<file path="src/rtl/jtpopeye_pkg.sv">
// rtl/jtpopeye_pkg.sv - shared constants and types for the Popeye object ROM bank
package jtpopeye_pkg;

    localparam int OBJ_AW = 13;

    localparam logic [1:0] PROM_1E = 2'd0;
    localparam logic [1:0] PROM_1F = 2'd1;
    localparam logic [1:0] PROM_1J = 2'd2;
    localparam logic [1:0] PROM_1K = 2'd3;

    typedef enum logic [1:0] {
        MODE_RUN   = 2'd0,
        MODE_DL    = 2'd1,
        MODE_DRAIN = 2'd2
    } mode_e;

    typedef struct packed {
        logic vld;
        logic id;
    } tag_t;

    function automatic logic [3:0] prom_sel(input logic [1:0] idx);
        logic [3:0] sel;
        sel = 4'b0000;
        case (idx)
            PROM_1E: sel = 4'b0001;
            PROM_1F: sel = 4'b0010;
            PROM_1J: sel = 4'b0100;
            PROM_1K: sel = 4'b1000;
            default: sel = 4'b0000;
        endcase
        return sel;
    endfunction

endpackage

</file>
<file path="src/rtl/jtpopeye_objrom_ctrl_if.sv">
// rtl/jtpopeye_objrom_ctrl_if.sv - requester-side read port bundle of the object ROM controller
interface jtpopeye_objrom_ctrl_if;
    import jtpopeye_pkg::*;

    logic              req0;
    logic              req1;
    logic [OBJ_AW-1:0] addr0;
    logic [OBJ_AW-1:0] addr1;
    logic              ack0;
    logic              ack1;
    logic [31:0]       data0;
    logic [31:0]       data1;
    logic              valid0;
    logic              valid1;

    modport master (
        output req0, req1, addr0, addr1,
        input  ack0, ack1, data0, data1, valid0, valid1
    );

    modport slave (
        input  req0, req1, addr0, addr1,
        output ack0, ack1, data0, data1, valid0, valid1
    );

endinterface

</file>
<file path="src/rtl/jtpopeye_objrom_tagpipe.sv">
// rtl/jtpopeye_objrom_tagpipe.sv - {valid, id} shift register tracking reads in flight
module jtpopeye_objrom_tagpipe
    import jtpopeye_pkg::*;
#(
    parameter int DEPTH = 2
) (
    input  logic clk,
    input  logic rst_n,
    input  logic clr,
    input  tag_t din,
    output tag_t dout
);

    tag_t pipe_q [DEPTH];
    tag_t pipe_d [DEPTH];

    always_comb begin
        pipe_d[0] = din;
        for (int i = 1; i < DEPTH; i++) begin
            pipe_d[i] = pipe_q[i-1];
        end
        if (clr) begin
            for (int i = 0; i < DEPTH; i++) begin
                pipe_d[i] = '0;
            end
        end
    end

    always_ff @(posedge clk or negedge rst_n) begin
        if (!rst_n) begin
            for (int i = 0; i < DEPTH; i++) begin
                pipe_q[i] <= '0;
            end
        end else begin
            for (int i = 0; i < DEPTH; i++) begin
                pipe_q[i] <= pipe_d[i];
            end
        end
    end

    assign dout = pipe_q[DEPTH-1];

endmodule

</file>
<file path="src/rtl/jtpopeye_objrom_ctrl.sv">
// rtl/jtpopeye_objrom_ctrl.sv - download steering and round-robin tagged read arbiter for the object ROMs
module jtpopeye_objrom_ctrl
    import jtpopeye_pkg::*;
#(
    parameter int LAT = 2
) (
    input  logic                     clk,
    input  logic                     rst_n,
    input  logic                     downloading,
    input  logic [15:0]              dl_addr,
    input  logic [7:0]               dl_data,
    input  logic                     dl_wr,
    output logic [14:0]              prog_addr,
    output logic [7:0]               prog_data,
    output logic [3:0]               prom_we,
    output logic [OBJ_AW-1:0]        obj_addr,
    input  logic [15:0]              obj_dout0,
    input  logic [15:0]              obj_dout1,
    jtpopeye_objrom_ctrl_if.slave    rd
);

    mode_e             mode;
    logic              dl_q,        dl_d;
    logic              last_q,      last_d;
    logic [14:0]       prog_addr_q, prog_addr_d;
    logic [7:0]        prog_data_q, prog_data_d;
    logic [3:0]        prom_we_q,   prom_we_d;
    logic [OBJ_AW-1:0] obj_addr_q,  obj_addr_d;
    logic [31:0]       data0_q,     data0_d;
    logic [31:0]       data1_q,     data1_d;
    logic              valid0_q,    valid0_d;
    logic              valid1_q,    valid1_d;
    logic              gnt0, gnt1;
    tag_t              tag_in, tag_out;

    // The cycle right after downloading drops is a dead cycle for the arbiter.
    always_comb begin
        if (downloading)  mode = MODE_DL;
        else if (dl_q)    mode = MODE_DRAIN;
        else              mode = MODE_RUN;
    end

    // On a tie the requester that was not served last wins.
    assign gnt0 = (mode == MODE_RUN) && rd.req0 && (!rd.req1 ||  last_q);
    assign gnt1 = (mode == MODE_RUN) && rd.req1 && (!rd.req0 || !last_q);

    always_comb begin
        tag_in     = '0;
        tag_in.vld = gnt0 | gnt1;
        tag_in.id  = gnt1;
    end

    jtpopeye_objrom_tagpipe #(
        .DEPTH (LAT)
    ) u_tagpipe (
        .clk   (clk),
        .rst_n (rst_n),
        .clr   (1'b0),
        .din   (tag_in),
        .dout  (tag_out)
    );

    always_comb begin
        dl_d        = downloading;
        last_d      = last_q;
        prog_addr_d = prog_addr_q;
        prog_data_d = prog_data_q;
        prom_we_d   = 4'b0000;
        obj_addr_d  = obj_addr_q;
        data0_d     = data0_q;
        data1_d     = data1_q;
        valid0_d    = 1'b0;
        valid1_d    = 1'b0;

        if (mode == MODE_DL && dl_wr && !dl_addr[15]) begin
            prog_addr_d = dl_addr[14:0];
            prog_data_d = dl_data;
            prom_we_d   = prom_sel(dl_addr[14:13]);
        end

        if (gnt0) begin
            obj_addr_d = rd.addr0;
            last_d     = 1'b0;
        end else if (gnt1) begin
            obj_addr_d = rd.addr1;
            last_d     = 1'b1;
        end

        if (tag_out.vld) begin
            if (tag_out.id) begin
                data1_d  = {obj_dout0, obj_dout1};
                valid1_d = 1'b1;
            end else begin
                data0_d  = {obj_dout0, obj_dout1};
                valid0_d = 1'b1;
            end
        end
    end

    always_ff @(posedge clk or negedge rst_n) begin
        if (!rst_n) begin
            dl_q        <= 1'b0;
            last_q      <= 1'b1;
            prog_addr_q <= '0;
            prog_data_q <= '0;
            prom_we_q   <= '0;
            obj_addr_q  <= '0;
            data0_q     <= '0;
            data1_q     <= '0;
            valid0_q    <= 1'b0;
            valid1_q    <= 1'b0;
        end else begin
            dl_q        <= dl_d;
            last_q      <= last_d;
            prog_addr_q <= prog_addr_d;
            prog_data_q <= prog_data_d;
            prom_we_q   <= prom_we_d;
            obj_addr_q  <= obj_addr_d;
            data0_q     <= data0_d;
            data1_q     <= data1_d;
            valid0_q    <= valid0_d;
            valid1_q    <= valid1_d;
        end
    end

    assign prog_addr = prog_addr_q;
    assign prog_data = prog_data_q;
    assign prom_we   = prom_we_q;
    assign obj_addr  = obj_addr_q;
    assign rd.ack0   = gnt0;
    assign rd.ack1   = gnt1;
    assign rd.data0  = data0_q;
    assign rd.data1  = data1_q;
    assign rd.valid0 = valid0_q;
    assign rd.valid1 = valid1_q;

endmodule

</file>
<file path="src/flat_wrapper.sv">
// flat-port wrapper written by rule: the top's interface ports become plain ports
module jtpopeye_objrom_ctrl_flat import jtpopeye_pkg::*;
#(
    parameter int LAT = 2
)
  (clk, rst_n, downloading, dl_addr, dl_data, dl_wr, prog_addr, prog_data, prom_we, obj_addr, obj_dout0, obj_dout1, rd_req0, rd_req1, rd_addr0, rd_addr1, rd_ack0, rd_ack1, rd_data0, rd_data1, rd_valid0, rd_valid1);
  jtpopeye_objrom_ctrl_if rd_i ();
  input  logic clk;
  input  logic rst_n;
  input  logic downloading;
  input  logic [15:0] dl_addr;
  input  logic [7:0] dl_data;
  input  logic dl_wr;
  output logic [14:0] prog_addr;
  output logic [7:0] prog_data;
  output logic [3:0] prom_we;
  output logic [OBJ_AW-1:0] obj_addr;
  input  logic [15:0] obj_dout0;
  input  logic [15:0] obj_dout1;
  input wire logic [$bits(rd_i.req0)-1:0] rd_req0;
  input wire logic [$bits(rd_i.req1)-1:0] rd_req1;
  input wire logic [$bits(rd_i.addr0)-1:0] rd_addr0;
  input wire logic [$bits(rd_i.addr1)-1:0] rd_addr1;
  output wire logic [$bits(rd_i.ack0)-1:0] rd_ack0;
  output wire logic [$bits(rd_i.ack1)-1:0] rd_ack1;
  output wire logic [$bits(rd_i.data0)-1:0] rd_data0;
  output wire logic [$bits(rd_i.data1)-1:0] rd_data1;
  output wire logic [$bits(rd_i.valid0)-1:0] rd_valid0;
  output wire logic [$bits(rd_i.valid1)-1:0] rd_valid1;
  assign rd_i.req0 = rd_req0;
  assign rd_i.req1 = rd_req1;
  assign rd_i.addr0 = rd_addr0;
  assign rd_i.addr1 = rd_addr1;
  assign rd_ack0 = rd_i.ack0;
  assign rd_ack1 = rd_i.ack1;
  assign rd_data0 = rd_i.data0;
  assign rd_data1 = rd_i.data1;
  assign rd_valid0 = rd_i.valid0;
  assign rd_valid1 = rd_i.valid1;
  jtpopeye_objrom_ctrl #(.LAT(LAT)) u_core (.clk(clk), .rst_n(rst_n), .downloading(downloading), .dl_addr(dl_addr), .dl_data(dl_data), .dl_wr(dl_wr), .prog_addr(prog_addr), .prog_data(prog_data), .prom_we(prom_we), .obj_addr(obj_addr), .obj_dout0(obj_dout0), .obj_dout1(obj_dout1), .rd(rd_i));
endmodule
</file>
<file path="config.mk">
export PLATFORM = sky130hd
export DESIGN_NAME = jtpopeye_objrom_ctrl_flat
export DESIGN_NICKNAME = d
export VERILOG_FILES = /design/src/rtl/jtpopeye_pkg.sv /design/src/rtl/jtpopeye_objrom_ctrl_if.sv /design/src/rtl/jtpopeye_objrom_tagpipe.sv /design/src/rtl/jtpopeye_objrom_ctrl.sv /design/src/flat_wrapper.sv
export SDC_FILE = /design/constraint.sdc
export NUM_CORES = 1
export LEC_CHECK = 0
export CAP_MARGIN = 5
export CORE_AREA = 5 5 102 128
export DETAILED_ROUTE_END_ITERATION = 8
export DIE_AREA = 0 0 107 133
export PLACE_DENSITY = 0.76
export SYNTH_ARGS = -nofsm -noshare
export SYNTH_HDL_FRONTEND = slang
export SYNTH_HIERARCHICAL = 1
export SYNTH_SLANG_ARGS = --single-unit
</file>
<file path="constraint.sdc">
create_clock -name clk -period 1.4 [get_ports clk]
set_clock_uncertainty 0.05 [all_clocks]
set_input_delay 0.35 -clock clk [delete_from_list [all_inputs] [get_ports clk]]
set_output_delay 0.35 -clock clk [all_outputs]
set_load 0.02 [all_outputs]
</file>
### Word-level counts from Yosys, hierarchy flattened

Cells that the tools add are included.
Widths: inputs -> output; s select.

* div/mod/pow operators: 0
* bitwise logic cells: 2
* shifts and indexed selects: 0
* $mul: 0
* equal/unequal tests: 4
* $add $sub $neg: 0
* reduce and logical (&&, ||, !) cells: 17
* muxes and demuxes: 12
* order comparisons: 0

Operators with widths (number)
* $mux 13: 2
* $pmux 4 s4: 1
* $logic_and 1x1->1: 6
* $mux 1: 6
* $eq 2x1->1 const B: 2
* $eq 2x2->1 const B: 2
* $logic_not 1->1: 4
* $logic_not 2->1: 2
* $mux 2: 2
* $mux 4: 1
* $reduce_and 2->1: 2
* $logic_or 1x1->1: 2
* $reduce_bool 2->1: 1
* $not 1->1: 1
* $or 1x1->1: 1

* logic and storage cells: 49
* output and inout port bits: 108
* bits in latches: 0
* bits of input ports: 88
* RAM bits: 0
* flip-flop bits (word level): 112
* memories: 0
* bits in read-only memories: 0

### Logic depth before layout (Yosys ltp)

* depth after elaboration: 7
* mapped depth: 5
* gate-level depth less buffers: 4

### By module

The synthesis kept the hierarchy.

By module, submodules not included
* jtpopeye_objrom_ctrl: area an instance 4216.5 µm², cells an instance 334, sequential area each 2703.8 µm², instances 1
* jtpopeye_objrom_tagpipe: area an instance 140.1 µm², cells an instance 10, sequential area each 100.1 µm², instances 1

### Worst setup path after synthesis

OpenSTA, ideal clock, no wires.

* kind: register -> output
* from: register u_core.dl_q
* to: output rd_ack1
* cell stages (with the launch flop): 5
* setup slack: -0.163 ns
* buffers on the path: 1
* data required time: 1.000 ns
* data arrival time: 1.163 ns
* path through: dfrtp_1 > nor2_4 > buf_2 > nand2_1 > a21oi_1

* longest elaborated chain between the ends: 5

Ends and longest elaborated chain
* start, declared: RTL line jtpopeye_objrom_ctrl.sv:23 `logic dl_q, dl_d;`
* start signal, assigned: RTL line jtpopeye_objrom_ctrl.sv:113 `dl_q <= dl_d;`
* $mux 2: RTL line jtpopeye_objrom_ctrl.sv:39 `else if (dl_q) mode = MODE_DRAIN;`
* $mux 2: RTL line jtpopeye_objrom_ctrl.sv:38 `if (downloading) mode = MODE_DL;`
* $logic_not 2->1: RTL line jtpopeye_objrom_ctrl.sv:45 `assign gnt1 = (mode == MODE_RUN) && rd.req1 && (!rd.req0 || !last_q);`
* $logic_and 1x1->1 (2 in a row): RTL line jtpopeye_objrom_ctrl.sv:45
* end, declared: RTL line flat_wrapper.sv:25 `output wire logic [$bits(rd_i.ack1)-1:0] rd_ack1;`

Every way passes these cells.

### Worst setup path after layout

* from: register u_core.last_q
* to: output rd_ack0

* longest elaborated chain between the ends: 2

Ends and longest elaborated chain
* start, declared: RTL line jtpopeye_objrom_ctrl.sv:24 `logic last_q, last_d;`
* start signal, assigned: RTL line jtpopeye_objrom_ctrl.sv:114 `last_q <= last_d;`
* $logic_or 1x1->1: RTL line jtpopeye_objrom_ctrl.sv:44 `assign gnt0 = (mode == MODE_RUN) && rd.req0 && (!rd.req1 || last_q);`
* $logic_and 1x1->1: RTL line jtpopeye_objrom_ctrl.sv:44
* end, declared: RTL line flat_wrapper.sv:24 `output wire logic [$bits(rd_i.ack0)-1:0] rd_ack0;`

Every way passes these cells.

==> out/metrics.json <==
{
  "outcome": {
    "outcome": "finished, violations left",
    "violations": "negative setup slack"
  },
  "timing": {
    "grt_setup_unrepaired": "true",
    "final-max-slew-violation-count": 0,
    "period_minus_slack_ps": 1679,
    "period_share_pct": 119.9,
    "setup_ws_ps": -278.8,
    "setup_viol": 2,
    "max_clock_freq_ghz": 0.5957,
    "hold_viol_final": 0,
    "worst_hold_slack_ps": 358.6
  },
  "setup_path": {
    "setup.worst_path.start_class": "register",
    "worstSetupEndpointType": "primary output",
    "reg2reg_from": "u_core/last_q",
    "regToRegEndpoint": "u_core/obj_addr[8]",
    "critical_path_required_ps": 1000,
    "timing.critical_path.arrival_ps": 1280,
    "reg2reg_depth": 4,
    "timing.critical_path.fanout_max": 2,
    "worstSetupPathType": "reg -> out",
    "max_stage_delay_ps": 530,
    "cp_cell_sequence": "nand2b_4, and3_4, buf_6",
    "cpMaxStageDelayCell": "sky130_fd_sc_hd__dfstp_2",
    "r2r_setup_slack_ps": 20
  },
  "yosys": {
    "combinational_family_with_the_most_area_after_synthesis": "multiplexers",
    "synth_compound_area_share_pct": 4.595,
    "syn_area_per_cell_um2": 12.66,
    "synth_adder_area_share_pct": 0,
    "cell_count_after_synthesis": 344,
    "synth_top_area_share_pct": 63.76,
    "netlist_area_um2": 4357,
    "cell_types_with_the_largest_area_share_after_synthesis": "sky130_fd_sc_hd__dfrtp_1, sky130_fd_sc_hd__mux2_2, sky130_fd_sc_hd__nand2_1",
    "synth_cell_types": 28,
    "synth_largest_area_cell": "sky130_fd_sc_hd__dfrtp_1",
    "number_of_storage_elements_in_the_synthesis_netlist": 112,
    "synthMuxAreaShare_pct": 16.54,
    "synth_simple_gate_area_share_pct": 10.54,
    "synth.yosys.warnings": 6,
    "synth_xor_xnor_area_share_pct": 0,
    "synth.yosys.seq_area_share_pct": 64.36
  },
  "detailed_routing": {
    "ant_nets": 0,
    "drt-total-wl_mm": 11.19,
    "drt_iter0_markers": 129,
    "firstDrtPassIters": 4,
    "remaining_drc_errors": 0,
    "vias": 3359,
    "detail_route.wl_per_cell_um": 15.96,
    "via_density_per_instance": 4.792
  },
  "pwr": {
    "totalPowerFinal_mw": 8.455,
    "cellLeakagePower_nw": 3.118,
    "vdd.ir_drop.worst_v": 0.0007289,
    "power_density_nw_per_um2": 1277
  },
  "floorplanning": {
    "core_area_um2": 11820,
    "pin_count": 196,
    "area_of_the_die_um2": 14230,
    "dieWidth_um": 107,
    "num_rows": 45,
    "initial_utilization_pct": 36.85,
    "dieHeight_um": 133
  },
  "global_route": {
    "remaining_overflow_grt": 0,
    "first_global_vias": 3612,
    "grt_start_max_net_pins": 55,
    "grtUsageTotal_pct": 15.85,
    "antenna_violations_before_repair": 0,
    "wire_length_of_the_first_global_routing_pass_mm": 18.15
  },
  "cells_and_area": {
    "final_net_count": 643,
    "layout_commonest_cell": "sky130_fd_sc_hd__dfrtp_1",
    "drive_gt1_share_pct": 39.46,
    "mostFrequentLayoutCells": "sky130_fd_sc_hd__dfrtp_1, sky130_fd_sc_hd__clkdlybuf4s50_1, sky130_fd_sc_hd__buf_2",
    "post_route_cell_area_um2": 6623,
    "syn_to_final_growth_pct": 52.01,
    "antenna_diode_count": 0,
    "final_cell_count_no_fill": 701
  },
  "placed_design": {
    "detailed_place_hpwl_mm": 8.643,
    "detailed_place.area_um2": 6638,
    "port_buffers": 195,
    "place_worst_setup_slack_ps": -873.7,
    "dpl.cell_count": 680,
    "finalWeightedCongestion": 0.8158
  },
  "clock_tree": {
    "cts_made_buffers": 9,
    "worst_setup_hold_path_clk_slew_ps": 70,
    "clock_sink_count": 112,
    "cts_tree": "built",
    "worstSkewPairLatency_ps": 330,
    "cts.htree.levels": 3,
    "clock_root_cell": "sky130_fd_sc_hd__clkbuf_16",
    "max-clock-path-buffers": 2
  },
  "hold_path": {
    "min_path_cells": 2,
    "hold_class": "in -> reg",
    "hp-start": "rd_req0",
    "min_to": "u_core/last_q"
  },
  "run": {
    "maxCapViolCount": 0
  }
}
[what timing repair did]
item,in CTS,in global routing
pin swaps,1,1
endpoints found under the setup margin,122,71
gates resized for setup,350,69
hold endpoints to repair,15,0
buffers inserted,4,2
hold buffers,1,0
gates cloned,0,0
[Yosys cell counts]
cell	instances
sky130_fd_sc_hd__clkbuf_1	7
sky130_fd_sc_hd__inv_1	15
sky130_fd_sc_hd__o21ai_1	1
sky130_fd_sc_hd__dfstp_2	1
sky130_fd_sc_hd__nor3_1	1
sky130_fd_sc_hd__and3b_1	1
sky130_fd_sc_hd__o311ai_0	3
sky130_fd_sc_hd__dfrtp_1	111
sky130_fd_sc_hd__nor2_4	1
sky130_fd_sc_hd__and3_4	1
sky130_fd_sc_hd__o21ai_0	13
sky130_fd_sc_hd__nand2b_2	1
sky130_fd_sc_hd__nand4_1	13
sky130_fd_sc_hd__or2_2	1
sky130_fd_sc_hd__nand3b_1	1
sky130_fd_sc_hd__buf_4	2
sky130_fd_sc_hd__nor2_1	2
sky130_fd_sc_hd__and3_1	1
sky130_fd_sc_hd__mux2_2	64
sky130_fd_sc_hd__buf_6	1
sky130_fd_sc_hd__conb_1	1
sky130_fd_sc_hd__a21oi_1	2
sky130_fd_sc_hd__nor3b_1	1
sky130_fd_sc_hd__nor2b_1	5
sky130_fd_sc_hd__nand2_1	71
sky130_fd_sc_hd__buf_2	12
sky130_fd_sc_hd__a31oi_1	1
sky130_fd_sc_hd__o311ai_1	10
[registers in the layout, indices dropped and copies added, names as in the netlist, 2 cells and up]
name and flops:
u_core/prog_data 8, u_core/prog_addr 15, u_core/u_tagpipe/dout 2, u_core/rd.data1 32, u_core/prom_we 4, u_core/u_tagpipe/pipe_q 2, u_core/obj_addr 13, u_core/rd.data0 32
[cells by family after synthesis]
| kind of cell | count (synthesis) |
|---|---|
| muxes | 64 |
| AOI/OAI and AO/OA | 30 |
| and+or+nand+nor | 100 |
| DFF | 112 |
| other | 1 |
| buffers and inverters | 37 |
[worst max-delay path: cells and delay by family (launching register included)]
kind | cells | cell delay (ps)
buffers and inverters | 1 | 110
DFF | 1 | 530
and+or+nand+nor | 2 | 300
[cell type report]
cell class	instances	area (um2)
Fill cell	1020	5201
Sequential cell	112	2804
Timing Repair Buffer	219	1873
Multi-Input combinational cell	198	1446
Clock buffer	11	232.7
Tap cell	141	176.4
Inverter	15	56.30
Clock inverter	5	33.78
[how the worst max path moves through the flow]
stage	from	endpoint	slack (ps)	cells past startpoint
2_1_floorplan	u_core/last_q	rd_ack0	-30	3
3_3_place_gp	downloading	rd_ack1	-860	5
3_5_place_dp	downloading	rd_ack1	-870	5
4_1_cts	u_core/last_q	rd_ack0	-300	3
5_1_grt	u_core/last_q	rd_ack0	-330	3
6_report	u_core/last_q	rd_ack0	-280	3
[per-layer routing]
metal  vias up  track usage, %  part of all wire (%)  wire, um
li1       1587               -                     -         -
met1      1632           18.31                    39      4342
met2       132           28.68                    53      5935
met3         8           4.685                   7.3       814
met4         0           3.696                  0.88        99
met5         -               0                     0         0
[stage by stage]
step | util [%] | setup TNS [ps]
finish | 56.01 | -512.9
CTS | 59.21 | -597.2
global placement | 56.14 | -16610
floorplan | - | -51.47
global route | 56.01 | -663.3
detailed placement | 56.14 | -18160
[where the power goes]
group	total [mW]	leakage, nW	switching [mW]	internal [mW]
clock network	2.29	0.126	1.08	1.21
registers	3.96	1.36	0.246	3.71
logic	2.21	1.63	1.21	1.00
total	8.46	3.12	2.53	5.92
Note: power is estimated with default switching activity, not from simulation.
